`config.mk`:
```
export PLATFORM = sky130hd
export DESIGN_NAME = eth_tx_sched
export DESIGN_NICKNAME = d
export VERILOG_FILES = /design/src/rtl/eth_tx_sched.sv
export SDC_FILE = /design/constraint.sdc
export NUM_CORES = 1
export LEC_CHECK = 0
export ABC_AREA = 1
export BUFFER_PORTS_ARGS = -buffer_cell sky130_fd_sc_hd__buf_2
export CORE_AREA = 10 10 82 84
export CTS_BUF_LIST = sky130_fd_sc_hd__clkbuf_8
export DETAILED_ROUTE_END_ITERATION = 16
export DIE_AREA = 0 0 92 94
export PLACE_DENSITY = 0.77
export SLEW_MARGIN = 30
export SYNTH_ARGS = -nofsm -noshare
export SYNTH_HDL_FRONTEND = slang
export SYNTH_SLANG_ARGS = --single-unit
```
`constraint.sdc`:
```
create_clock -name clk -period 1.9 [get_ports clk]
set_input_delay 0.285 -clock clk [delete_from_list [all_inputs] [get_ports clk]]
set_output_delay 0.285 -clock clk [all_outputs]
set_load 0.03 [all_outputs]
```
`src/rtl/eth_tx_sched.sv`:
```
// rtl/eth_tx_sched.sv - two-source round-robin TX frame scheduler with IPG enforcement
// Optional TX_SCHED_STATS_EN adds per-source 16-bit completed-frame counters.
module eth_tx_sched #(
   parameter int IPG_CYCLES = 12
) (
   input  logic        clk,
   input  logic        rst_n,
   input  logic        req0_valid,
   input  logic [10:0] req0_len,
   output logic        req0_ready,
   input  logic        req1_valid,
   input  logic [10:0] req1_len,
   output logic        req1_ready,
   input  logic [7:0]  src0_fifo_data,
   input  logic        src0_fifo_empty,
   output logic        src0_fifo_rd,
   input  logic [7:0]  src1_fifo_data,
   input  logic        src1_fifo_empty,
   output logic        src1_fifo_rd,
   output logic [7:0]  fifo_data,
   output logic        fifo_empty,
   input  logic        fifo_rd,
   output logic [10:0] word_count,
   output logic        word_count_ready,
   input  logic        word_count_ack
`ifdef TX_SCHED_STATS_EN
   ,
   output logic [15:0] frames0,
   output logic [15:0] frames1
`endif
);

   typedef enum logic [2:0] {S_IDLE, S_REQ, S_REL, S_XFER, S_GAP} state_t;

   localparam logic [7:0] GAP_LOAD = 8'(IPG_CYCLES - 1);

   state_t      state_q, state_d;
   logic        sel_q, sel_d;
   logic        last_q, last_d;
   logic        req0_ready_q, req0_ready_d;
   logic        req1_ready_q, req1_ready_d;
   logic [10:0] word_count_q, word_count_d;
   logic        wcr_q, wcr_d;
   logic [11:0] rd_cnt_q, rd_cnt_d;
   logic [7:0]  gap_q, gap_d;
   logic        active;
   logic        grant1;
`ifdef TX_SCHED_STATS_EN
   logic [15:0] frames0_q, frames0_d;
   logic [15:0] frames1_q, frames1_d;
`endif

   // The read port is only open while a granted frame owns the transmitter.
   assign active = (state_q == S_REQ) || (state_q == S_REL) || (state_q == S_XFER);

   assign fifo_data    = sel_q ? src1_fifo_data : src0_fifo_data;
   assign fifo_empty   = active ? (sel_q ? src1_fifo_empty : src0_fifo_empty) : 1'b1;
   assign src0_fifo_rd = active && !sel_q && fifo_rd;
   assign src1_fifo_rd = active && sel_q && fifo_rd;

   assign req0_ready       = req0_ready_q;
   assign req1_ready       = req1_ready_q;
   assign word_count       = word_count_q;
   assign word_count_ready = wcr_q;
`ifdef TX_SCHED_STATS_EN
   assign frames0 = frames0_q;
   assign frames1 = frames1_q;
`endif

   always_comb begin
      state_d      = state_q;
      sel_d        = sel_q;
      last_d       = last_q;
      req0_ready_d = 1'b0;
      req1_ready_d = 1'b0;
      word_count_d = word_count_q;
      wcr_d        = wcr_q;
      rd_cnt_d     = rd_cnt_q;
      gap_d        = gap_q;
      grant1       = 1'b0;
`ifdef TX_SCHED_STATS_EN
      frames0_d    = frames0_q;
      frames1_d    = frames1_q;
`endif
      if (active && fifo_rd) begin
         rd_cnt_d = rd_cnt_q + 12'd1;
      end
      case (state_q)
         S_IDLE: begin
            if (req0_valid || req1_valid) begin
               grant1       = req1_valid && (!req0_valid || !last_q);
               sel_d        = grant1;
               last_d       = grant1;
               req0_ready_d = !grant1;
               req1_ready_d = grant1;
               word_count_d = grant1 ? req1_len : req0_len;
               rd_cnt_d     = 12'd0;
               state_d      = S_REQ;
            end
         end
         S_REQ: begin
            // Only an ack seen while the request is up completes the handshake.
            if (wcr_q && word_count_ack) begin
               wcr_d   = 1'b0;
               state_d = S_REL;
            end else begin
               wcr_d = 1'b1;
            end
         end
         S_REL: begin
            if (!word_count_ack) begin
               state_d = S_XFER;
            end
         end
         S_XFER: begin
            if (rd_cnt_q == ({1'b0, word_count_q} + 12'd1)) begin
               state_d = S_GAP;
               gap_d   = GAP_LOAD;
`ifdef TX_SCHED_STATS_EN
               if (sel_q) begin
                  frames1_d = frames1_q + 16'd1;
               end else begin
                  frames0_d = frames0_q + 16'd1;
               end
`endif
            end
         end
         S_GAP: begin
            if (gap_q == 8'd0) begin
               state_d = S_IDLE;
            end else begin
               gap_d = gap_q - 8'd1;
            end
         end
         default: state_d = S_IDLE;
      endcase
   end

   always_ff @(posedge clk or negedge rst_n) begin
      if (!rst_n) begin
         state_q      <= S_IDLE;
         sel_q        <= 1'b0;
         last_q       <= 1'b1;
         req0_ready_q <= 1'b0;
         req1_ready_q <= 1'b0;
         word_count_q <= 11'd0;
         wcr_q        <= 1'b0;
         rd_cnt_q     <= 12'd0;
         gap_q        <= 8'd0;
`ifdef TX_SCHED_STATS_EN
         frames0_q    <= 16'd0;
         frames1_q    <= 16'd0;
`endif
      end else begin
         state_q      <= state_d;
         sel_q        <= sel_d;
         last_q       <= last_d;
         req0_ready_q <= req0_ready_d;
         req1_ready_q <= req1_ready_d;
         word_count_q <= word_count_d;
         wcr_q        <= wcr_d;
         rd_cnt_q     <= rd_cnt_d;
         gap_q        <= gap_d;
`ifdef TX_SCHED_STATS_EN
         frames0_q    <= frames0_d;
         frames1_q    <= frames1_d;
`endif
      end
   end

endmodule

```
==> reports/qor.txt, run 1 <==
Status: finished clean
Synth async-reset ratio: 1.00
Core area: 5070 sq um
Syn Nets: 411
Vias post-DR: 2570
Port Buffer Count: 70
Netlist cell types: 30
CP max FO: 7
CTS HTree Levels: 2
CTS max path bufs: 2
Reg2Reg Setup Slack: 20 ps
Max-cap viol count: 0
Path depth of the worst reg2reg path: 12
Initial Utilization: 0.489
CTS sink count: 39
Placed Cells: 500
Final setup violating endpoints: 0
Met2 WL: 3290 um
Gate Count Post-Synth: 361
Die height: 94 um
TritonCTS Buffers: 5
Share of layout cells above drive strength 1: 0.302
Fill cells: 474
Standard-cell rows: 26
Post-place instance area: 2930 sq um
Syn. warnings: 0
Top Layer Used: met4
Startpoint types: flop
Worst Tran Pin Value: 493 ps
Global-route wire length before repair: 11100 um
Final worst-path cycle share: 0.987
Seq/Total Area, Yosys: 0.394
Drt wl/cell: 13.4 um
CP Data Required Time: 2140 ps
DRT iter0 DRCs: 167
Total gr overflow: 0
# IOs: 71
Area share of the largest cell type after synthesis: 0.383
Die area: 8650 sq um
Relative max-transition margin: 0.669
Layout Area Growth over Synthesis: 28.7%
Most common cell after layout, fill and taps aside: nand2_1
Via-per-instance ratio: 5.04
Commonest cells after routing, fill and taps aside: nand2_1, buf_2, inv_1
Non-filler cells, final: 510
Worst Path Class, Setup: reg2reg
Tmin final: 1880 ps
Final-report hold violation count: 0
Lkg Pwr: 1.64 nW
Vias in the first global route: 2397
WL met1: 2970 um
Diode count: 0
Crit. End Element: flop
Final instance area: 3190 sq um
Largest net degree at the start of global routing: 40
Total Routed Length: 6850 um
Ranking of synthesized cells by area: dfrtp_1, nand2_1, inv_1
RSZ-0062 raised after global routing: true
Routability Congestion: 0.893
Arr. time, crit path: 2110 ps
Clk_skew: 1.44 ps
DP Wirelength: 4890 um
Total track usage: 0.154
Mapped Avg Cell Area: 6.87 sq um
Max VDD drop: 0.711 mV
Worst hold path type: in2async
#FFs+latches synth: 39
CTS root buf: clkbuf_8
CTS tree: built
Drt drc: 0
Total Nets Final: 489
Worst r2r dst: gap_q[3]$_DFFE_PN0P_
Initial antenna violation count: 0
Synth Cell Area: 2480 sq um
Clock transition at path regs: 80 ps
DR WL met3: 541 um
DR pass1 iterations: 4
Final ANT Viol Nets: 0
Ys flop type: dfrtp_1
Post-synth EDFFs: 0
Fmax: 533 MHz
PwrDens: 1550 nW/um^2
Die width: 92 um
R2R Path Start: word_count[1]$_DFFE_PN0P_
Cell taking the most area after synthesis: dfrtp_1
Worst-Skew Late Latency: 290 ps
Final slew viol count: 0
[sequential cells by signal, summed over array words and instances, names as in the netlist]
register	cells
rd_cnt_q	12
word_count	11
gap_q	8
state_q	3
last_q	1
req0_ready	1
req1_ready	1
sel_q	1
word_count_ready	1
[cells by family after synthesis]
family,Yosys count,share of synthesized area
AO/OA/AOI/OAI,52,0.112
XOR/XNOR,13,0.0459
adder cells (fa/ha/maj),4,0.0202
buffers and inverters,58,0.0913
flip-flops,39,0.394
AND/OR/NAND/NOR,195,0.337
[critical path, stage by stage, from the launching register on]
cell	delay [ps]
dfrtp_2	460
ha_4	290
nand2_1	50
nand2_1	80
nand3_2	70
nor2_2	110
nand3_1	80
nor2_1	100
nand3_1	140
nand2_4	160
buf_8	150
nand3_2	70
nand2_2	70
[cell usage after synthesis (3+ instances only)]
master,instances
nor3_2,3
o21ai_1,18
nor3_1,8
dfrtp_1,38
o21ai_0,10
inv_1,42
o22ai_1,8
nand2_2,6
xor2_1,8
nor2_1,41
nand3_1,26
inv_2,6
clkbuf_1,7
xnor2_1,5
ha_1,4
a21oi_1,13
nand2_1,103
[layout make-up]
| cell class | instances | area, sq um | area share |
|---|---|---|---|
| Tap cell | 70 | 87.6 | 0.0274 |
| Clock buffer | 6 | 82.6 | 0.0259 |
| Inverter | 50 | 189 | 0.0591 |
| Sequential cell | 39 | 980 | 0.307 |
| Clock inverter | 2 | 35.0 | 0.0110 |
| Multi-Input combinational cell | 265 | 1400 | 0.439 |
| Timing Repair Buffer | 78 | 418 | 0.131 |
[worst max-delay path by stage]
stage | from | to | slack (ps) | cells past startpoint
floorplan | word_count[1]$_DFFE_PN0P_ | gap_q[7]$_DFFE_PN0P_ | 80 | 12
finish | word_count[1]$_DFFE_PN0P_ | gap_q[3]$_DFFE_PN0P_ | 20 | 12
detailed placement | word_count[1]$_DFFE_PN0P_ | gap_q[7]$_DFFE_PN0P_ | 30 | 12
global placement | word_count[1]$_DFFE_PN0P_ | gap_q[7]$_DFFE_PN0P_ | 100 | 12
CTS | word_count[1]$_DFFE_PN0P_ | gap_q[3]$_DFFE_PN0P_ | 6 | 12
global route | word_count[1]$_DFFE_PN0P_ | gap_q[3]$_DFFE_PN0P_ | -100 | 12
[per-layer routing]
metal,vias to the layer above,track usage
li1,1299,-
met1,1177,0.190
met2,87,0.256
met3,7,0.0504
met4,0,0.0334
met5,-,0
[power breakdown]
part           leakage (nW)  internal (mW)  total [mW]  switching (mW)
combinational          1.08          0.943        2.83            1.89
clock                0.0612          0.425       0.722           0.297
sequential            0.499           1.11        1.40           0.288
[metrics by stage]
stage,setup WS (ps),utilization,TNS [ps],hold slack [ps],total power [mW]
2_1_floorplan,79.2,-,0,-10.6,3.24
3_3_place_gp,96.2,0.578,0,369,3.89
3_5_place_dp,31.9,0.578,0,371,3.93
4_1_cts,5.58,0.601,0,54.2,4.68
5_1_grt,-98.8,0.629,-686,75.8,5.37
6_report,24.1,0.629,0,29.0,4.95
[repair_timing]
| item | 4_1_cts | 5_1_grt |
|---|---|---|
| endpoints found under the setup margin | 0 | 12 |
| gates resized for setup | 0 | 35 |
| hold buffers | 0 | 0 |
| buffers inserted | 0 | 1 |
(Power assumes the default switching activity.)
==> run 2, diff against run 1 <==
--- a/config.mk
+++ b/config.mk
@@ -8,10 +8,11 @@
 export ABC_AREA = 1
 export BUFFER_PORTS_ARGS = -buffer_cell sky130_fd_sc_hd__buf_2
 export CORE_AREA = 10 10 82 84
-export CTS_BUF_LIST = sky130_fd_sc_hd__clkbuf_8
+export CTS_BUF_LIST = sky130_fd_sc_hd__clkbuf_4
 export DETAILED_ROUTE_END_ITERATION = 16
 export DIE_AREA = 0 0 92 94
 export PLACE_DENSITY = 0.77
+export SETUP_SLACK_MARGIN = 0.2
 export SLEW_MARGIN = 30
 export SYNTH_ARGS = -nofsm -noshare
 export SYNTH_HDL_FRONTEND = slang
==> reports/qor.txt, run 2 (same netlist as run 1, synthesis figures left out) <==
Worst hold path depth: 3
Final slew viol count: 0
Commonest cells after routing, fill and taps aside: nand2_1, buf_2, inv_1
Total power: 4.67 mW
Layout Area Growth over Synthesis: 27.0%
Diode count: 0
Hold_sp: req1_len[1]
Total track usage: 0.147
Lkg Pwr: 1.63 nW
Global-route wire length before repair: 10700 um
Die area: 8650 sq um
Final instance area: 3150 sq um
CP max FO: 8
Share of layout cells above drive strength 1: 0.296
Fill cells: 454
Via-per-instance ratio: 4.93
Clk_skew: 3.57 ps
Die width: 92 um
Fmax: 553 MHz
Initial antenna violation count: 0
Switching Power: 2.40 mW
Max VDD drop: 0.692 mV
Routability Congestion: 0.915
PwrDens: 1480 nW/um^2
Status: finished clean
RSZ-0062 raised after global routing: true
CP Data Required Time: 2190 ps
Standard-cell rows: 26
Initial Utilization: 0.489
Crit. End Element: flop
Core area: 5070 sq um
# IOs: 71
Total Nets Final: 495
Path depth of the worst reg2reg path: 12
TritonCTS Buffers: 5
Vias post-DR: 2545
Comb pwr share: 0.609
CTS max path bufs: 2
Total gr overflow: 0
Flop pwr share: 0.297
CTS HTree Levels: 2
Worst Path Class, Setup: reg2reg
Most common cell after layout, fill and taps aside: nand2_1
Arr. time, crit path: 2090 ps
CTS sink count: 39
Drt drc: 0
Switch share: 0.514
Worst hold path type: in2reg
Relative max-transition margin: 0.677
Reg2Reg Setup Slack: 90 ps
DP Wirelength: 4970 um
Total Routed Length: 6640 um
Pint: 2.27 mW
Vias in the first global route: 2453
R2R Path Start: word_count[1]$_DFFE_PN0P_
Max FFs per register: 12
Final worst-path cycle share: 0.952
Clk pwr share: 0.094
Register with the most flip-flops: rd_cnt_q
Max-cap viol count: 0
Worst Tran Pin Value: 484 ps
Startpoint types: flop
DRT iter0 DRCs: 175
Tmin final: 1810 ps
Worst r2r dst: gap_q[3]$_DFFE_PN0P_
Clock transition at path regs: 110 ps
Largest net degree at the start of global routing: 40
Fin Hold WS: 198 ps
Die height: 94 um
CTS root buf: clkbuf_4
Post-place instance area: 2950 sq um
Fin util: 0.621
Worst-Skew Late Latency: 340 ps
CTS tree: built
Drt wl/cell: 12.9 um
DR pass1 iterations: 4
Final-report hold violation count: 0
Final ANT Viol Nets: 0
Final setup violating endpoints: 0
Port Buffer Count: 70
Hold endpoint: word_count[1]$_DFFE_PN0P_
-- run 2: cell count changes in the layout (fill, tap and decap cells not counted), moves of 6 or more --
cell,delta
buf_4,+7
nand3_1,+6
nand3_2,-6
clkbuf_8,-6
clkbuf_4,+7
-- run 2: cell type report --
type	count	area [sq um]	share of cell area
clock inverters	1	5.00	0.00159
multi-input cells	265	1370	0.433
flip-flops and latches	39	983	0.312
clock buffers	7	52.6	0.0167
repair buffers	84	467	0.148
well taps	70	87.6	0.0278
inverters	50	191	0.0607
-- run 2: routing by layer --
layer  routed length (um)  vias to the layer above  GRT usage
met4                   61                        0     0.0450
met1                 2930                     1154      0.170
met2                 3140                       77      0.254
met3                  511                        6     0.0464
li1                     -                     1308          -
met5                    0                        -          0
-- run 2: critical path, cell delays in order, from the launching register on --
cell and delay, ps:
dfrtp_2 450, ha_4 290, nand2_2 60, nand2_2 80, nand3_2 70, nor2_1 100, nand3_1 80, nor2_2 110
nand3_2 100, nand2_4 120, buf_6 140, nand3_1 70, nand2_1 70
-- run 2: power by group through the flow --
stage          combinational (mW)  sequential [mW]  clock [mW]
2_1_floorplan                1.64             1.63           0
3_3_place_gp                 2.52             1.39           0
3_5_place_dp                 2.57             1.40           0
4_1_cts                      2.68             1.38       0.464
5_1_grt                      3.17             1.44       0.484
6_report                     2.84             1.39       0.437
-- run 2: worst max-delay path by stage --
| stage | from | endpoint | slack [ps] | depth (start not counted) |
|---|---|---|---|---|
| final | word_count[1]$_DFFE_PN0P_ | gap_q[3]$_DFFE_PN0P_ | 90 | 12 |
| after global routing | word_count[1]$_DFFE_PN0P_ | gap_q[3]$_DFFE_PN0P_ | -70 | 12 |
| after CTS | word_count[0]$_DFFE_PN0P_ | gap_q[3]$_DFFE_PN0P_ | 140 | 13 |
| after detailed placement | word_count[1]$_DFFE_PN0P_ | gap_q[5]$_DFFE_PN0P_ | 90 | 12 |
| after global placement | word_count[1]$_DFFE_PN0P_ | gap_q[6]$_DFFE_PN0P_ | 140 | 15 |
| after floorplan | word_count[3]$_DFFE_PN0P_ | gap_q[7]$_DFFE_PN0P_ | 210 | 11 |
-- run 2: metrics by stage --
step | worst slack [ps] | std cells | setup TNS, ps
detailed placement | 85.9 | 500 | 0
global route | -72.4 | 516 | -577
global placement | 138 | 500 | 0
CTS | 143 | 513 | 0
floorplan | 208 | 361 | 0
finish | 90.9 | 516 | 0
-- run 2: what timing repair did --
action	CTS	global route
setup endpoints to repair	13	16
gates cloned	0	1
hold buffers	1	0
buffers inserted	4	2
resized for setup	6	21
pin swaps	3	6
endpoints found under the hold margin	38	0
